`config.mk`:
```
export PLATFORM = sky130hd
export DESIGN_NAME = demux1to4_buf
export DESIGN_NICKNAME = d
export VERILOG_FILES = /design/src/rtl/demux1to4_buf.sv
export SDC_FILE = /design/constraint.sdc
export NUM_CORES = 1
export LEC_CHECK = 0
export ABC_CLOCK_PERIOD_IN_PS = 2050
export CAP_MARGIN = 10
export CORE_MARGIN = 2
export CORE_UTILIZATION = 45
export DETAILED_ROUTE_END_ITERATION = 10
export GPL_ROUTABILITY_DRIVEN = 0
export PLACE_DENSITY = 0.93
export SYNTH_ARGS = -nofsm -noshare
export SYNTH_HDL_FRONTEND = slang
export SYNTH_SLANG_ARGS = --single-unit
```
`constraint.sdc`:
```
create_clock -name clk -period 2.05 [get_ports clk]
set_input_delay 0.3075 -clock clk [delete_from_list [all_inputs] [get_ports clk]]
set_output_delay 0.3075 -clock clk [all_outputs]
set_load 0.01 [all_outputs]
```
`src/rtl/demux1to4_buf.sv`:
```
// Registered 1-to-4 valid/ready demultiplexer with a one-entry buffer per channel.
// Each channel drains independently; a stalled channel only blocks words addressed to it.
module demux1to4_buf #(
  parameter int WIDTH = 8
) (
  input  logic             clk,
  input  logic             rst,
  input  logic [WIDTH-1:0] in_data,
  input  logic             S0,
  input  logic             S1,
  input  logic             in_valid,
  output logic             in_ready,
  output logic [WIDTH-1:0] out_data0,
  output logic [WIDTH-1:0] out_data1,
  output logic [WIDTH-1:0] out_data2,
  output logic [WIDTH-1:0] out_data3,
  output logic [3:0]       out_valid,
  input  logic [3:0]       out_ready
);

  logic [1:0]       ch;
  logic             accept;
  logic [WIDTH-1:0] data_reg [4];
  logic [3:0]       valid_reg;

  assign ch = {S0, S1};

  // A full buffer can still take a word when its consumer empties it on the same edge.
  assign in_ready = ~rst & (~valid_reg[ch] | out_ready[ch]);
  assign accept   = in_valid & in_ready;

  genvar gi;
  generate
    for (gi = 0; gi < 4; gi++) begin : g_ch
      logic load;
      assign load = accept & (ch == 2'(gi));

      always_ff @(posedge clk) begin
        if (rst) begin
          data_reg[gi]  <= '0;
          valid_reg[gi] <= 1'b0;
        end else if (load) begin
          data_reg[gi]  <= in_data;
          valid_reg[gi] <= 1'b1;
        end else if (out_ready[gi]) begin
          valid_reg[gi] <= 1'b0;
        end
      end
    end
  endgenerate

  assign out_valid = valid_reg;
  assign out_data0 = data_reg[0];
  assign out_data1 = data_reg[1];
  assign out_data2 = data_reg[2];
  assign out_data3 = data_reg[3];

endmodule

```
==> run metrics, run 1 <==
met3 WL post-DR 217 um; final setup fails 0; Seq/Total Area, Yosys 0.761; Max VDD drop 0.382 mV; layout cells sized above 1 0.0751; grt ovf 0; max FFs per register 32; worst-path maximum fanout 4; max_cap viols 0; CP max stage cell clkdlybuf4s50_1; power density cells 681 mW/mm^2; die footprint 0.00350 mm^2; nets 189; synth unique cells 14; Iter 0 DRT Violations 34; DR WL met2 1530 um; Synth top area share 0.702; total number of vias 1058; Leakage 0.749 nW; Syn Nets 124; CTS Buf Count 5; area leader, netlist edfxtp_1; Setup TNS 0 ns; vias per cell 5.14; clock skew 0.00988 ns; vias in the first global route 1023; Ant. Diodes 0; H-tree levels 2; Worst Setup Start Kind input port; pre-CTS WS -0.212 ns; DRT met1 WL 1260 um; RSZ-0062 raised after global routing false; Std-Cell Rows 20; fmax 538 MHz; Total GRT Usage 0.193; antenna-violating nets left 0; crit path kind in -> out; crit path cell chain clkdlybuf4s50_1, nor2b_1, a311o_1, a21oi_1, clkbuf_2; Core ar. 0.00298 mm^2; number of clock sinks 36; Crit. End Element output pin; Root Buffer clkbuf_4; flops & latches, synth 36; initial antenna violation count 0; Reg clk slew, reported paths 0.09 ns; hpwl dp 2370 um; Mapped Area 0.00137 mm^2; num ports 54; CTS tree done; # DRC 0; final worst setup slack 0.192 ns; first-pass GRT wire length 4720 um; Critical Path AT 1.55 ns; Clock Path Buffers 2; Port Buffers 53; Synth Instances 107; Clock Latency Late Sink 0.34 ns; CP max stage delay 0.46 ns; top cells by area, synth edfxtp_1 70%, nor2_1 9.0%, dfxtp_1 5.9%, nand2b_1 3.7%, nand2_1 3.0%; max layer used met4; Worst slew margin 0.729; status finished clean; Final Hold Fails 0; synthesis-to-layout area growth 48.1%; Mean Syn Cell Area 12.8 um^2; cts hold-fix bufs 0; Die Wd 59.2 um; Ys Warns 0; final wirelength 3080 um; Hold Crit Class reg -> reg; Max Slew Vio Count 0; largest net degree at the start of global routing 11; Worst Reg-to-Reg Cells 4; WHS Path Cells 2; Die Y 59.2 um; Tmin final 1.86 ns; CP Data Required Time 1.74 ns; DRT Pass-1 Iters 4; commonest non-fill, non-tap cells in the layout 52 x clkdlybuf4s50_1, 33 x nor2_1, 32 x edfxtp_1; routed length per placed instance 14.9 um; worst slew pin tran 0.406 ns; most common cell after layout, fill and taps aside clkdlybuf4s50_1; Starting Density 0.460; Final Cycle Share 0.906
[power breakdown]
| group | leakage [nW] | switching (mW) | internal, mW |
|---|---|---|---|
| combinational | 0.345 | 0.0859 | 0.0998 |
| clock | 0.0269 | 0.222 | 0.132 |
| sequential | 0.377 | 0.0110 | 0.831 |
| total | 0.749 | 0.318 | 1.06 |
[layer usage]
metal  track usage  vias to the layer above
met5             0                        -
met4         0.107                        0
met1         0.221                      494
met3        0.0437                        7
met2         0.330                       53
li1              -                      504
[final cells by class]
class | count | area (um^2)
clock buffer | 7 | 45.0
sequential | 36 | 1040
timing repair buffer | 60 | 578
inverter | 1 | 3.75
multi-input combinational | 68 | 314
fill | 223 | 951
tap | 33 | 41.3
clock inverter | 1 | 3.75
[final timing paths]
| check | slack, ns | to | startpoint |
|---|---|---|---|
| min | 0.56 | out_valid[0]$_SDFFE_PP0P_ | out_valid[0]$_SDFFE_PP0P_ |
| max reg2reg | 0.74 | data_reg[3][7]$_SDFFCE_PN0P_ | out_valid[3]$_SDFFE_PP0P_ |
| max | 0.19 | in_ready | S0 |
| min reg2reg | 0.56 | out_valid[0]$_SDFFE_PP0P_ | out_valid[0]$_SDFFE_PP0P_ |
[critical path, delay by kind of cell]
kind / cells / cell delay [ns]
AND/OR/NAND/NOR: 1 / 0.17
AO/OA/AOI/OAI: 2 / 0.46
buffers and inverters: 2 / 0.60
[cell families (layout without fill, tap and decap cells)]
kind of cell    after synthesis  after routing  synth area share
mux                           1              1           0.00731
simple gates                 61             61             0.197
compound gates                6              6            0.0256
buf+inv                       3             69            0.0101
flops                        36             36             0.761
[per-stage QoR]
step                std cells  hold slack, ns  cell area, um^2   util  power [mW]
floorplan                 107           0.484             1370      -       0.924
global placement          198           0.533             1980  0.666        1.04
detailed placement        198           0.534             1980  0.666        1.05
CTS                       206           0.561             2030  0.682        1.39
global route              206           0.616             2030  0.681        1.43
finish                    206           0.561             2030  0.681        1.38
[cell usage after synthesis]
| cell | instances |
|---|---|
| edfxtp_1 | 32 |
| nor2b_1 | 3 |
| a311o_1 | 1 |
| a21oi_1 | 5 |
| buf_2 | 2 |
| nand2b_1 | 8 |
| nand3_1 | 4 |
| nand4_1 | 1 |
| nand2_1 | 11 |
| mux2i_1 | 1 |
| inv_1 | 1 |
| dfxtp_1 | 4 |
| nor4b_1 | 1 |
| nor2_1 | 33 |
[repair_timing]
item / in CTS / in global routing
resized for setup: 1 / 2
buffers inserted: 0 / 0
setup endpoints to repair: 1 / 1
No activity file was read; power rests on OpenSTA's default activity.
==> inputs of run 2 (changes only) <==
- CTS_CLUSTER_DIAMETER: default -> 50
==> results of run 2 <==
No change in the layout: final DEF, timing and power equal those of run 1.
==> inputs of run 3 (changes only) <==
- CORE_MARGIN: 2 -> default
==> run metrics, run 3 (synthesis gave the netlist of run 1 again) <==
status complete, but fails checks; failing checks design-rule violations; WHS Path Cells 2; worst reg2reg path startpoint out_valid[1]$_SDFFE_PP0P_; clock skew 0.00952 ns; r2r endpoint data_reg[1][3]$_SDFFCE_PN0P_; Max VDD drop 0.453 mV; Post-CTS Repair Setup Buffers 0; Final Cycle Share 0.909; CP max stage cell clkdlybuf4s50_1; H-tree levels 2; crit path cell chain clkdlybuf4s50_1, nor2b_1, a311o_1, a21oi_1, clkbuf_2; hold path start out_valid[0]$_SDFFE_PP0P_; cts hold-fix bufs 0; max FFs per register 32; final setup fails 0; Std-Cell Rows 19; Tmin final 1.86 ns; vias in the first global route 984; Clock Latency Late Sink 0.33 ns; Max Slew Vio Count 0; routed length per placed instance 14.5 um; first-pass GRT wire length 4510 um; Area after DPL 0.00197 mm^2; CTS Buf Count 5; Setup TNS 0 ns; CTS tree done; final wirelength 2940 um; power density cells 676 mW/mm^2; die footprint 0.00327 mm^2; worst-path maximum fanout 4; num ports 54; vias per cell 5.05; number of clock sinks 36; register-to-register setup slack 0.76 ns; Clock Path Buffers 2; Ant. Diodes 0; antenna-violating nets left 0; layout cells sized above 1 0.0698; Worst Setup Start Kind input port; Iter 0 DRT Violations 47; Crit. End Element output pin; Critical Path AT 1.56 ns; Die Y 57.2 um; hold path endpoint out_valid[0]$_SDFFE_PP0P_; hpwl dp 2300 um; grt ovf 0; Die Wd 57.2 um; total number of vias 1025; Starting Density 0.484; fin area 0.00202 mm^2; synthesis-to-layout area growth 47.3%; Hold Crit Class reg -> reg; Core ar. 0.00283 mm^2; nets 188; Worst slew margin 0.639; CP max stage delay 0.46 ns; RSZ-0062 raised after global routing false; crit path kind in -> out; Final Hold Fails 0; Worst Reg-to-Reg Cells 4; max_cap viols 0; # DRC 14; Reg clk slew, reported paths 0.09 ns; Leakage 0.744 nW; Port Buffers 53; largest net degree at the start of global routing 11; Root Buffer clkbuf_4; Total GRT Usage 0.191; fmax 537 MHz; CP Data Required Time 1.74 ns; commonest non-fill, non-tap cells in the layout 52 x clkdlybuf4s50_1, 33 x nor2_1, 32 x edfxtp_1; most common cell after layout, fill and taps aside clkdlybuf4s50_1; initial antenna violation count 0; filler instances 199; worst slew pin tran 0.540 ns; DRT Pass-1 Iters 8
run 3: per-stage QoR:
stage / util / setup WS, ns / cells / hold slack [ns] / power [mW]
2_1_floorplan: - / 0.760 / 107 / 0.484 / 0.924
3_3_place_gp: 0.697 / -0.164 / 195 / 0.531 / 1.04
3_5_place_dp: 0.697 / -0.210 / 195 / 0.542 / 1.04
4_1_cts: 0.714 / 0.0513 / 203 / 0.560 / 1.38
5_1_grt: 0.713 / 0.107 / 203 / 0.607 / 1.42
6_report: 0.713 / 0.187 / 203 / 0.547 / 1.36
run 3: worst max-delay path: cells and delay by family:
kind	cells	cell delay, ns
buffers and inverters	2	0.60
AOI/OAI and AO/OA	2	0.46
and+or+nand+nor	1	0.17
run 3: report_power, final:
group | internal, mW | total, mW | switching [mW]
clock | 0.132 | 0.339 | 0.207
sequential | 0.831 | 0.842 | 0.0112
combinational | 0.0985 | 0.183 | 0.0847
total | 1.06 | 1.36 | 0.303
run 3: layer usage:
layer / GRT usage / wire, um / up-vias
li1: - / - / 496
met1: 0.237 / 1200 / 469
met2: 0.311 / 1450 / 55
met3: 0.0499 / 242 / 5
met4: 0.0941 / 46 / 0
met5: 0 / 0 / -
run 3: how the worst max path moves through the flow:
stage | start | end | slack, ns | depth (start not counted)
6_report | S0 | in_ready | 0.19 | 5
5_1_grt | S0 | in_ready | 0.11 | 5
4_1_cts | S0 | in_ready | 0.05 | 5
3_5_place_dp | S0 | in_ready | -0.21 | 5
3_3_place_gp | S0 | in_ready | -0.16 | 5
2_1_floorplan | S0 | in_ready | 0.76 | 3
run 3: cell type report:
type                    count  area [um^2]  area share
flip-flops and latches     36         1040       0.516
repair buffers             59          571       0.283
multi-input cells          68          314       0.156
clock buffers               7         45.0      0.0223
well taps                  31         38.8      0.0192
clock inverters             1         3.75     0.00186
inverters                   1         3.75     0.00186
run 3: repair_timing:
item,4_1_cts,5_1_grt
pin swaps,0,0
endpoints found under the setup margin,1,1
resized for setup,1,2
